<file path="src/rtl/fcmp_stage.sv">
// fcmp_stage: two-stage single-precision compare / min-max unit with valid-ready handshakes
module fcmp_stage #(
  parameter int TAG_W = 6
) (
  input  logic             clk,
  input  logic             rstn,
  input  logic             flush,
  input  logic             in_valid,
  output logic             in_ready,
  input  logic [2:0]       in_op,
  input  logic [31:0]      in_x1,
  input  logic [31:0]      in_x2,
  input  logic [TAG_W-1:0] in_tag,
  output logic             out_valid,
  input  logic             out_ready,
  output logic [31:0]      out_data,
  output logic [TAG_W-1:0] out_tag,
  output logic             out_illegal
);
  localparam logic [31:0] QNAN = 32'h7FC00000;
  localparam logic [31:0] NEG_ZERO = 32'h80000000;
  logic             s1_valid, s2_valid;
  logic [2:0]       s1_op;
  logic [31:0]      s1_x1, s1_x2;
  logic [TAG_W-1:0] s1_tag;
  logic             s1_nan1, s1_nan2, s1_zero1, s1_zero2;
  logic             s1_adv, s2_adv, accept;
  logic             nan_any, both_zero, mag_lt, mag_gt, lt_raw, lt, eq, illegal;
  logic [31:0]      min_v, max_v, result;
  assign s2_adv    = !s2_valid || out_ready;
  assign s1_adv    = !s1_valid || s2_adv;
  assign in_ready  = s1_adv && !flush;
  assign accept    = in_valid && in_ready;
  assign out_valid = s2_valid;
  // Ordering on the registered operands; +0/-0 collapse to equal and any NaN kills the relation
  always_comb begin
    nan_any   = s1_nan1 || s1_nan2;
    both_zero = s1_zero1 && s1_zero2;
    mag_lt    = s1_x1[30:0] < s1_x2[30:0];
    mag_gt    = s1_x1[30:0] > s1_x2[30:0];
    lt_raw    = both_zero ? 1'b0 :
                (s1_x1[31] != s1_x2[31]) ? s1_x1[31] :
                s1_x1[31] ? mag_gt : mag_lt;
    lt        = !nan_any && lt_raw;
    eq        = !nan_any && (both_zero || s1_x1 == s1_x2);
    min_v     = (s1_nan1 && s1_nan2) ? QNAN :
                s1_nan1 ? s1_x2 :
                s1_nan2 ? s1_x1 :
                both_zero ? NEG_ZERO :
                lt ? s1_x1 : s1_x2;
    max_v     = (s1_nan1 && s1_nan2) ? QNAN :
                s1_nan1 ? s1_x2 :
                s1_nan2 ? s1_x1 :
                both_zero ? 32'h0 :
                lt ? s1_x2 : s1_x1;
    illegal   = s1_op > 3'd4;
    result    = (s1_op == 3'd0) ? {31'h0, eq} :
                (s1_op == 3'd1) ? {31'h0, lt} :
                (s1_op == 3'd2) ? {31'h0, lt || eq} :
                (s1_op == 3'd3) ? min_v :
                (s1_op == 3'd4) ? max_v : 32'h0;
  end
  // S1: capture operands, op, tag and classify flags on accept
  always_ff @(posedge clk or negedge rstn) begin
    if (!rstn) begin
      s1_valid <= 1'b0;
      s1_op    <= '0;
      s1_x1    <= '0;
      s1_x2    <= '0;
      s1_tag   <= '0;
      s1_nan1  <= 1'b0;
      s1_nan2  <= 1'b0;
      s1_zero1 <= 1'b0;
      s1_zero2 <= 1'b0;
    end else if (flush) begin
      s1_valid <= 1'b0;
    end else if (s1_adv) begin
      s1_valid <= accept;
      if (accept) begin
        s1_op    <= in_op;
        s1_x1    <= in_x1;
        s1_x2    <= in_x2;
        s1_tag   <= in_tag;
        s1_nan1  <= (in_x1[30:23] == 8'hFF) && (in_x1[22:0] != 23'h0);
        s1_nan2  <= (in_x2[30:23] == 8'hFF) && (in_x2[22:0] != 23'h0);
        s1_zero1 <= in_x1[30:0] == 31'h0;
        s1_zero2 <= in_x2[30:0] == 31'h0;
      end
    end
  end
  // S2: register the result and hold it until writeback takes it
  always_ff @(posedge clk or negedge rstn) begin
    if (!rstn) begin
      s2_valid    <= 1'b0;
      out_data    <= '0;
      out_tag     <= '0;
      out_illegal <= 1'b0;
    end else if (flush) begin
      s2_valid <= 1'b0;
    end else if (s2_adv) begin
      s2_valid <= s1_valid;
      if (s1_valid) begin
        out_data    <= result;
        out_tag     <= s1_tag;
        out_illegal <= illegal;
      end
    end
  end
endmodule

</file>
<file path="config.mk">
export PLATFORM = sky130hd
export DESIGN_NAME = fcmp_stage
export DESIGN_NICKNAME = d
export VERILOG_FILES = /design/src/rtl/fcmp_stage.sv
export SDC_FILE = /design/constraint.sdc
export NUM_CORES = 1
export LEC_CHECK = 0
export ABC_AREA = 1
export ABC_CLOCK_PERIOD_IN_PS = 4700
export BUFFER_PORTS_ARGS = -buffer_cell sky130_fd_sc_hd__buf_2
export CAP_MARGIN = 20
export CORE_ASPECT_RATIO = 0.8
export CORE_MARGIN = 1.5
export CORE_UTILIZATION = 58
export CTS_CLUSTER_SIZE = 8
export DETAILED_ROUTE_END_ITERATION = 16
export PLACE_DENSITY = 0.92
export SLEW_MARGIN = 20
export SYNTH_ARGS = -nofsm -noshare
export SYNTH_HDL_FRONTEND = slang
export SYNTH_SLANG_ARGS = --single-unit
export TNS_END_PERCENT = 5
</file>
<file path="constraint.sdc">
create_clock -name clk -period 4.7 [get_ports clk]
set_input_delay 0.235 -clock clk [delete_from_list [all_inputs] [get_ports clk]]
set_output_delay 0.235 -clock clk [all_outputs]
set_load 0.01 [all_outputs]
</file>
* Word-level counts from Yosys, hierarchy flattened
Index checks and enable logic that the tools add are counted.
Storage, ports and cells: bits in registers 118, bits of input ports 78, output and inout bits 41, logic and storage cells 73
Operators by class: magnitude comparators 3, equality and inequality tests 8, muxes and demuxes 22, bitwise gates (word level) 1, reduce and logical (&&, ||, !) cells 26
Operators with widths (count):
- $mux W32 | 15
- $logic_not A31 Y1 | 2
- $reduce_bool A23 Y1 | 2
- $eq A32 B32 Y1 | 1
- $gt A31 B31 Y1 | 1
- $lt A31 B31 Y1 | 1
- $eq A8 B8 Y1 const B | 2
- $logic_and A1 B1 Y1 | 8
- $mux W1 | 7
- $eq A3 B2 Y1 const B | 2
- $reduce_and A3 Y1 | 2
- $logic_or A1 B1 Y1 | 5
- $logic_not A1 Y1 | 4
- $reduce_bool A2 Y1 | 2
- $eq A3 B1 Y1 const B | 1
- $eq A3 B3 Y1 const B | 1
- $gt A3 B3 Y1 const B | 1
- $logic_not A3 Y1 | 1
- $ne A1 B1 Y1 | 1
- $not A1 Y1 | 1

* Depth between registers and ports, before layout
Gate-level depths: netlist (run 1).
word-level depth 15, gate-level depth with buffers 23, gate-level depth less buffers 23

* Worst setup path before layout (run 1)
No wires, ideal clock.
kind flip-flop to flip-flop, start point register s1_x1[22], end point register out_data[18], data arrival time 2109 ps, setup slack 2473 ps, cell stages (with the launch flop) 16, buffers on the path 1, path through dfrtp_1 > ha_1 > a21o_1 > nor2_1 > nand2_1 > a21oi_2 > nand2_2 > a21oi_2 > nand2_4 > inv_4 > nand2_8 > buf_2 > a21oi_1 > o21ai_1 > nand3_1 > nand2_1
On the way: cells in the longest elaborated chain, start to end 15, elaborated cells between the ends (all ways) 21
Ends and longest elaborated chain:
- start: declaration | RTL line 24 | logic [31:0] s1_x1, s1_x2;
- start signal: assignment | RTL line 81 | s1_x1 <= in_x1;
- $lt A31 B31 Y1 or $gt A31 B31 Y1 (tied branches) | RTL line 39, 40
- $mux W1 (*) | RTL line 43 | s1_x1[31] ? mag_gt : mag_lt;
- $mux W1 (*) | RTL line 42 | (s1_x1[31] != s1_x2[31]) ? s1_x1[31] :
- $mux W1 (*) | RTL line 41 | lt_raw = both_zero ? 1'b0 :
- $logic_and A1 B1 Y1 (*) | RTL line 44 | lt = !nan_any && lt_raw;
- $mux W32 | RTL line 55 | lt ? s1_x2 : s1_x1;
- $mux W32 | RTL line 54 | both_zero ? 32'h0 :
- $mux W32 | RTL line 53 | s1_nan2 ? s1_x1 :
- $mux W32 | RTL line 52 | s1_nan1 ? s1_x2 :
- $mux W32 | RTL line 51 | max_v = (s1_nan1 && s1_nan2) ? QNAN :
- $mux W32 | RTL line 61 | (s1_op == 3'd4) ? max_v : 32'h0;
- $mux W32 (*) | RTL line 60 | (s1_op == 3'd3) ? min_v :
- $mux W32 (*) | RTL line 59 | (s1_op == 3'd2) ? {31'h0, lt || eq} :
- $mux W32 (*) | RTL line 58 | (s1_op == 3'd1) ? {31'h0, lt} :
- $mux W32 (*) | RTL line 57 | result = (s1_op == 3'd0) ? {31'h0, eq} :
- end signal: assignment | RTL line 103 | out_data <= result;
- end: declaration | RTL line 16 | output logic [31:0] out_data,
Every way passes the cells marked *; elsewhere a longest branch is shown, timed or not. A chain may end at the register's enable or synchronous reset.

* Worst setup path in the final report (run 1)
start point register s1_x2[30], end point register out_data[22]
On the way: cells in the longest elaborated chain, start to end 15, elaborated cells between the ends (all ways) 21
Ends and longest elaborated chain:
- start: declaration | RTL line 24
- start signal: assignment | RTL line 82 | s1_x2 <= in_x2;
- $lt A31 B31 Y1 or $gt A31 B31 Y1 (tied branches) | RTL line 39, 40
- $mux W1 (*) | RTL line 43
- $mux W1 (*) | RTL line 42
- $mux W1 (*) | RTL line 41
- $logic_and A1 B1 Y1 (*) | RTL line 44
- $mux W32 | RTL line 55
- $mux W32 | RTL line 54
- $mux W32 | RTL line 53
- $mux W32 | RTL line 52
- $mux W32 | RTL line 51
- $mux W32 | RTL line 61
- $mux W32 (*) | RTL line 60
- $mux W32 (*) | RTL line 59
- $mux W32 (*) | RTL line 58
- $mux W32 (*) | RTL line 57
Marks and branches as above.

==> reports/metrics.cfg, run 1 <==
[pwr]
power_leakage_nw=4.13
irDropWorstVdd_v=0.000294
powerDensity_nw_per_um2=436

[clocking]
cts_resized=0
htreeDepth=4
numCtsBuffers=17
clock_latency_ps=420
cts_setup_buffers=0
holdBufCountCts=1
clk_pin_slew_ps=50
clkSinkCount=118
clock_path_buffers=2
clockRootBuffer=clkbuf_16
cts_tree=yes

[placed_design]
hpwl_mm=11.7
gp_congestion=0.881
place_inst=1101
post-place-ws_ps=1900
port_buffers=118

[worst_setup_path]
worstPathMaxFanout=35
worstRegToRegCells=17
crit_type=reg2reg
crit_arrival_ps=3350
rr_startpoint=s1_x2[30]
r2r_end=out_data[22]
crit_path_start_kind=register
r2r_slack_ps=1660
cp-end-kind=register
cp.required_ps=5000

[yosys]
syn_area_um2=6590
synth_area_leader_cell=dfrtp_1
synth_edf_count=0
async_reset_ff_frac=1.00
ys.warnings.count=0
syn_area_per_cell_um2=7.53
synth_seq_area_share=0.448
yosys.area.top_type_share=0.448
synthFlopType=dfrtp_1
ys_ff_latch=118
synth_common_cells=299 x nand2_1, 118 x dfrtp_1, 76 x a21oi_1
synth.area.top_cells=dfrtp_1 45%, nand2_1 17%, ha_1 5.9%, a21oi_1 5.8%, o21ai_0 4.6%
ys_types=38
syn_nets=984
yosysMostFrequentCell=nand2_1
syn_inst=875

[route]
top_layer_used=met4
wl_met3_mm=1.79
dr.first_iter.drc_count=733
wl_per_cell_um=16.2
vias=6589
drt-vias-per-instance=5.81
ant_nets=0
firstDrtPassIters=5
wl_met2_mm=8.33
routed_wl_mm=18.4
m1WireLength_mm=7.78
route.detailed.drc=0

[sta]
fin_ws_ps=1660
finalSetupViolCount=0
rsz0062_at_grt=no
finalHoldViolCount=0
period_needed_ps=3040
fmax_mhz=329
tns_ps=0
finClkSkew_ps=8.25
period_share=0.647
drv_slew=0
worst-slew-pin-transition_ps=1140
relSlewSlack=0.240

[global_route]
grt_max_degree=121
grt_pass1_vias=6322
grtUsageTotal=0.321
grt_pass1_wl_mm=30.1
overflow=0
antenna_found_initial=0

[worst_hold_path]
min_to=out_valid
hp-start=flush
hold_depth=2
hold_class=in2reg

[cells_and_area]
area_growth_pct=18.4
final_util=0.711
fin_cells=1134
n_antenna_cell=0
nets=1086
drive_above_1_share=0.180
n_fill_cell=854

[die]
die_h_um=98.3
rows=34
ios=119
dieArea_um2=12000
die_w_um=122
coreArea_um2=11000
floorplan.initialDensity=0.600

[run_status]
outcome=finished, final reports clean

[job]
cap_violations=0

==> how the worst max path moves through the flow <==
stage	start	endpoint	slack (ps)	cells after the start
2_1_floorplan	s1_x1[22]	out_data[18]	2470	15
3_3_place_gp	s1_x2[30]	out_data[27]	1950	17
3_5_place_dp	s1_x2[30]	out_data[27]	1900	17
4_1_cts	s1_x2[30]	out_data[22]	1740	17
5_1_grt	s1_x2[30]	out_data[22]	1420	17
6_report	s1_x2[30]	out_data[22]	1660	17
==> power by group <==
| group | internal, mW | switching, mW | total (mW) |
|---|---|---|---|
| registers | 1.17 | 0.105 | 1.28 |
| clock network | 0.776 | 0.463 | 1.24 |
| logic | 0.325 | 0.562 | 0.887 |
==> worst max-delay path, stage by stage (launching register included) <==
cell and delay [ps]:
dfrtp_1 350, inv_1 90, ha_1 300, nand2_1 90, nor2_2 140, nand3_1 160
nor3_2 200, nand2_1 110, nand2_2 80, nand2_1 60, nand2_2 100, nand2_4 100
nand2_4 300, nand2_8 230, o21ai_0 280, a21oi_1 100, o21ai_1 170, nand2_1 70
==> layout make-up <==
type                       instances  area, um2  area share
multi-input combinational        629       3130       0.401
sequential                       118       2950       0.378
timing repair buffer             126        656      0.0840
clock buffer                      23        488      0.0625
inverter                          85        322      0.0412
tap                              144        180      0.0231
clock inverter                     9       75.1     0.00962
==> logic make-up after synthesis <==
group / synth area share
adder cells (fa/ha/maj): 0.0589
XOR/XNOR: 0.00133
AO/OA/AOI/OAI: 0.163
AND/OR/NAND/NOR: 0.251
flip-flops: 0.448
buffers and inverters: 0.0779
==> through the flow <==
stage	instance area, um2	hold slack (ps)	power [mW]
after global placement	7230	411	2.11
after floorplan	6590	-60.6	1.89
after CTS	7800	6.06	3.40
final	7800	12.6	3.40
after global routing	7800	6.04	3.60
after detailed placement	7230	407	2.15
==> per-layer routing <==
| layer | vias up | GRT usage |
|---|---|---|
| met3 | 61 | 0.0876 |
| met2 | 399 | 0.488 |
| met5 | - | 0 |
| li1 | 3074 | - |
| met1 | 3055 | 0.430 |
| met4 | 0 | 0.144 |
==> cell usage in the layout (no fill, tap or decap), types with 2 or more instances in the layout <==
cell type,instances
nand2_1,299
o41ai_1,2
a21o_1,2
nor2_1,19
nor3_1,6
nand2_4,2
nor2_2,4
clkbuf_8,4
nand2_2,2
nor4_1,11
nand3_1,33
buf_2,117
dfrtp_1,118
clkinv_2,6
clkinv_1,3
ha_1,31
o21ai_1,56
o21ai_0,61
buf_4,8
clkbuf_1,2
a21oi_2,2
nand4_1,7
o31ai_1,2
clkinvlp_4,2
clkbuf_16,17
inv_2,6
a21oi_1,76
nand2_8,2
inv_1,75
==> state kept, by name, summed over array words and instances (netlist names) <==
register / count
out_tag: 6
s1_x1: 32
out_data: 32
s1_valid: 1
s1_nan2: 1
out_illegal: 1
s1_x2: 32
out_valid: 1
s1_nan1: 1
s1_op: 3
s1_zero1: 1
s1_zero2: 1
s1_tag: 6
No activity file was read; power rests on OpenSTA's default activity.
==> run 2: changes to the inputs <==
ABC_CLOCK_PERIOD_IN_PS = 2800   (was 4700)
CORE_UTILIZATION = 56   (was 58)
PLACE_DENSITY = 0.89   (was 0.92)
clock period = 2.8 ns   (was 4.7 ns; I/O delays follow)
==> run 2 against run 1 <==
- the run now ends with setup timing left
- count of clock-buffer cells in the layout rose by 2
- critical path type unchanged
- largest cell class unchanged
- cell count rose by 8.2%
- highest routed layer unchanged
- combinational power rose by 120%
- critical endpoint unchanged
- setup slack got worse by 1800 ps
- non-clock buffer count rose by 86
- routed wire length rose by 35%
- worst hold slack got worse by 13 ps
- via count rose by 15%
- maximum frequency rose by 2.2%
==> reports/metrics.cfg, run 2 (same netlist as run 1, synthesis figures left out) <==
[global_route]
use_met1=0.466  ; +0.0369
grt_pass1_vias=7100  ; +12%
grtUsageTotal=0.355  ; +0.0346
globalRoute.busiestLayer=met2
grt_pass1_wl_mm=35.0  ; +16%
use_met2=0.567  ; +0.0789
overflow=0  ; unchanged
use_met3=0.0805  ; -0.00713
antenna_found_initial=0  ; unchanged
grt_max_degree=70  ; -42%

[die]
die_w_um=124  ; +1.7%
dieArea_um2=12400  ; +3.5%
rows=35  ; +2.9%
coreArea_um2=11500  ; +4.5%
floorplan.initialDensity=0.574  ; -0.0261
ios=119  ; unchanged
die_h_um=100  ; +1.7%

[run_status]
outcome=complete, but fails checks
violations=setup timing

[clocking]
clkSinkCount=118  ; unchanged
htreeDepth=4  ; unchanged
clockRootBuffer=clkbuf_16
clock_path_buffers=2  ; unchanged
numCtsBuffers=17  ; unchanged
clk_pin_slew_ps=60  ; about the same
clock_latency_ps=430  ; about the same
cts_tree=yes

[sta]
finClkSkew_ps=7.79  ; -0.459 ps
relSlewSlack=0.265  ; +0.0250
fin_ws_ps=-176  ; -1830 ps
period_needed_ps=2980  ; -66.0 ps
fmax_mhz=336  ; +2.2%
finalSetupViolCount=30  ; +30
rsz0062_at_grt=yes
finalHoldViolCount=0  ; unchanged
drv_slew=0  ; unchanged
period_share=1.06  ; +0.416
worst-slew-pin-transition_ps=1100  ; -40.3 ps

[placed_design]
port_buffers=118  ; unchanged
hpwl_mm=12.3  ; +5.8%
gp_congestion=0.851  ; -3.3%

[job]
cap_violations=0  ; unchanged

[route]
dr.first_iter.drc_count=1068  ; +46%
firstDrtPassIters=8  ; +3
routed_wl_mm=24.9  ; +35%
drt-vias-per-instance=6.16  ; +6.1%
vias=7564  ; +15%
route.detailed.drc=0  ; unchanged
wl_per_cell_um=20.3  ; +25%
ant_nets=0  ; unchanged

[cells_and_area]
regArea_um2=2960  ; about the same
final_common_cell=nand2_1
top_regs=out_data (32), s1_x1 (32), s1_x2 (32)
n_antenna_cell=0  ; unchanged
final_cell_mix=296 x nand2_1, 117 x buf_2, 116 x dfrtp_1
n_fill_cell=702  ; -18%
final_util=0.776  ; +0.0655
drive_above_1_share=0.206  ; +0.0259
nets=1175  ; +8.2%
multi_input_area_um2=3270  ; +4.6%
area_growth_pct=35.2

[worst_setup_path]
worstRegToRegCells=16  ; -1
crit_arrival_ps=3280  ; -70 ps
worstSetupEndpoint=out_data[22]
cp.required_ps=3100  ; -1900 ps
r2r_end=out_data[22]
cp-end-kind=register
worstPathMaxFanout=9  ; -74%
rr_startpoint=s1_x1[29]
r2r_slack_ps=-180  ; -1830 ps
critPathMostFrequentCell=nand2_2
max_stage_delay_ps=450  ; +100 ps
cp_cell_sequence=ha_1 -> nand2_2 -> nor2_2 -> nand3_2 -> nor3_4 -> nand4_1 -> nand2_2 -> nand2_2 -> nand2_4 -> inv_8 -> nand2_8 -> nand2_8 -> o21ai_1 -> a21oi_1 -> o21ai_1 -> nand2_1
crit_type=reg2reg
slowest_stage=dfrtp_1
critPathLaunch=s1_x1[29]
crit_path_start_kind=register

[pwr]
powerDensity_nw_per_um2=729  ; +67%
p_total_mw=6.49  ; +91%
power_leakage_nw=4.60  ; +11%
irDropWorstVdd_v=0.000537  ; +82%

[worst_hold_path]
hold_class=in2reg

run 2: cell count changes in the layout (fill, tap and decap cells not counted), moves of 4 or more:
cell / before / now
dlygate4sd3_1: 1 / 65
buf_4: 8 / 24
a21oi_1: 76 / 68
a21oi_2: 2 / 9
buf_12: 0 / 4
clkinv_2: 6 / 2
run 2: per-layer routing:
| metal | part of all wire | up-vias |
|---|---|---|
| met5 | 0 | - |
| met4 | 0.068 | 0 |
| met3 | 0.14 | 183 |
| met2 | 0.44 | 683 |
| met1 | 0.36 | 3446 |
| li1 | - | 3252 |
run 2: cell type report:
class / instances / area share
Multi-Input combinational cell: 632 / 0.368
Inverter: 85 / 0.0367
Clock inverter: 7 / 0.0129
Clock buffer: 25 / 0.0579
Sequential cell: 118 / 0.332
Timing Repair Buffer: 212 / 0.172
Tap cell: 148 / 0.0208
run 2: where the power goes:
part	internal [mW]	leakage [nW]	switching, mW
Clock	1.54	0.306	0.807
Combinational	0.767	2.80	1.19
Sequential	1.97	1.50	0.218
Total	4.27	4.60	2.22
run 2: metrics by stage:
stage | std cells | hold slack, ps | setup TNS, ps | worst slack (ps) | cell area [um2]
after global routing | 1227 | 12.2 | -2660 | -239 | 8910
final | 1227 | 0.122 | -1620 | -176 | 8910
after detailed placement | 1111 | 178 | -265 | -67.6 | 7300
after CTS | 1210 | 0.376 | 0 | 19.8 | 8610
after global placement | 1111 | 176 | 0 | 52.8 | 7300
after floorplan | 875 | -156 | 0 | 573 | 6590
run 2: worst min-delay path by stage:
stage / from / to / cells past startpoint
floorplan: rstn / out_data[0] / 0
global placement: rstn / s1_x1[25] / 1
detailed placement: rstn / s1_x1[25] / 1
CTS: in_x1[31] / s1_x1[31] / 3
global route: in_x1[0] / s1_x1[0] / 3
finish: in_x1[24] / s1_x1[24] / 3
run 2: timing repair:
action | 4_1_cts | 5_1_grt
endpoints found under the setup margin | 12 | 31
endpoints found under the hold margin | 103 | 0
gates cloned | 2 | 2
hold buffers | 65 | 0
pin swaps | 1 | 12
resized for setup | 1 | 33
buffers inserted | 0 | 15
run 2: worst max-delay path, delay by kind of cell, from the launching register on:
kind                       cells  cell delay (ps)
AOI/OAI and AO/OA              3              460
DFF                            1              450
buffers and inverters          1               60
and+or+nand+nor               11             1550
adders and majority gates      1              330
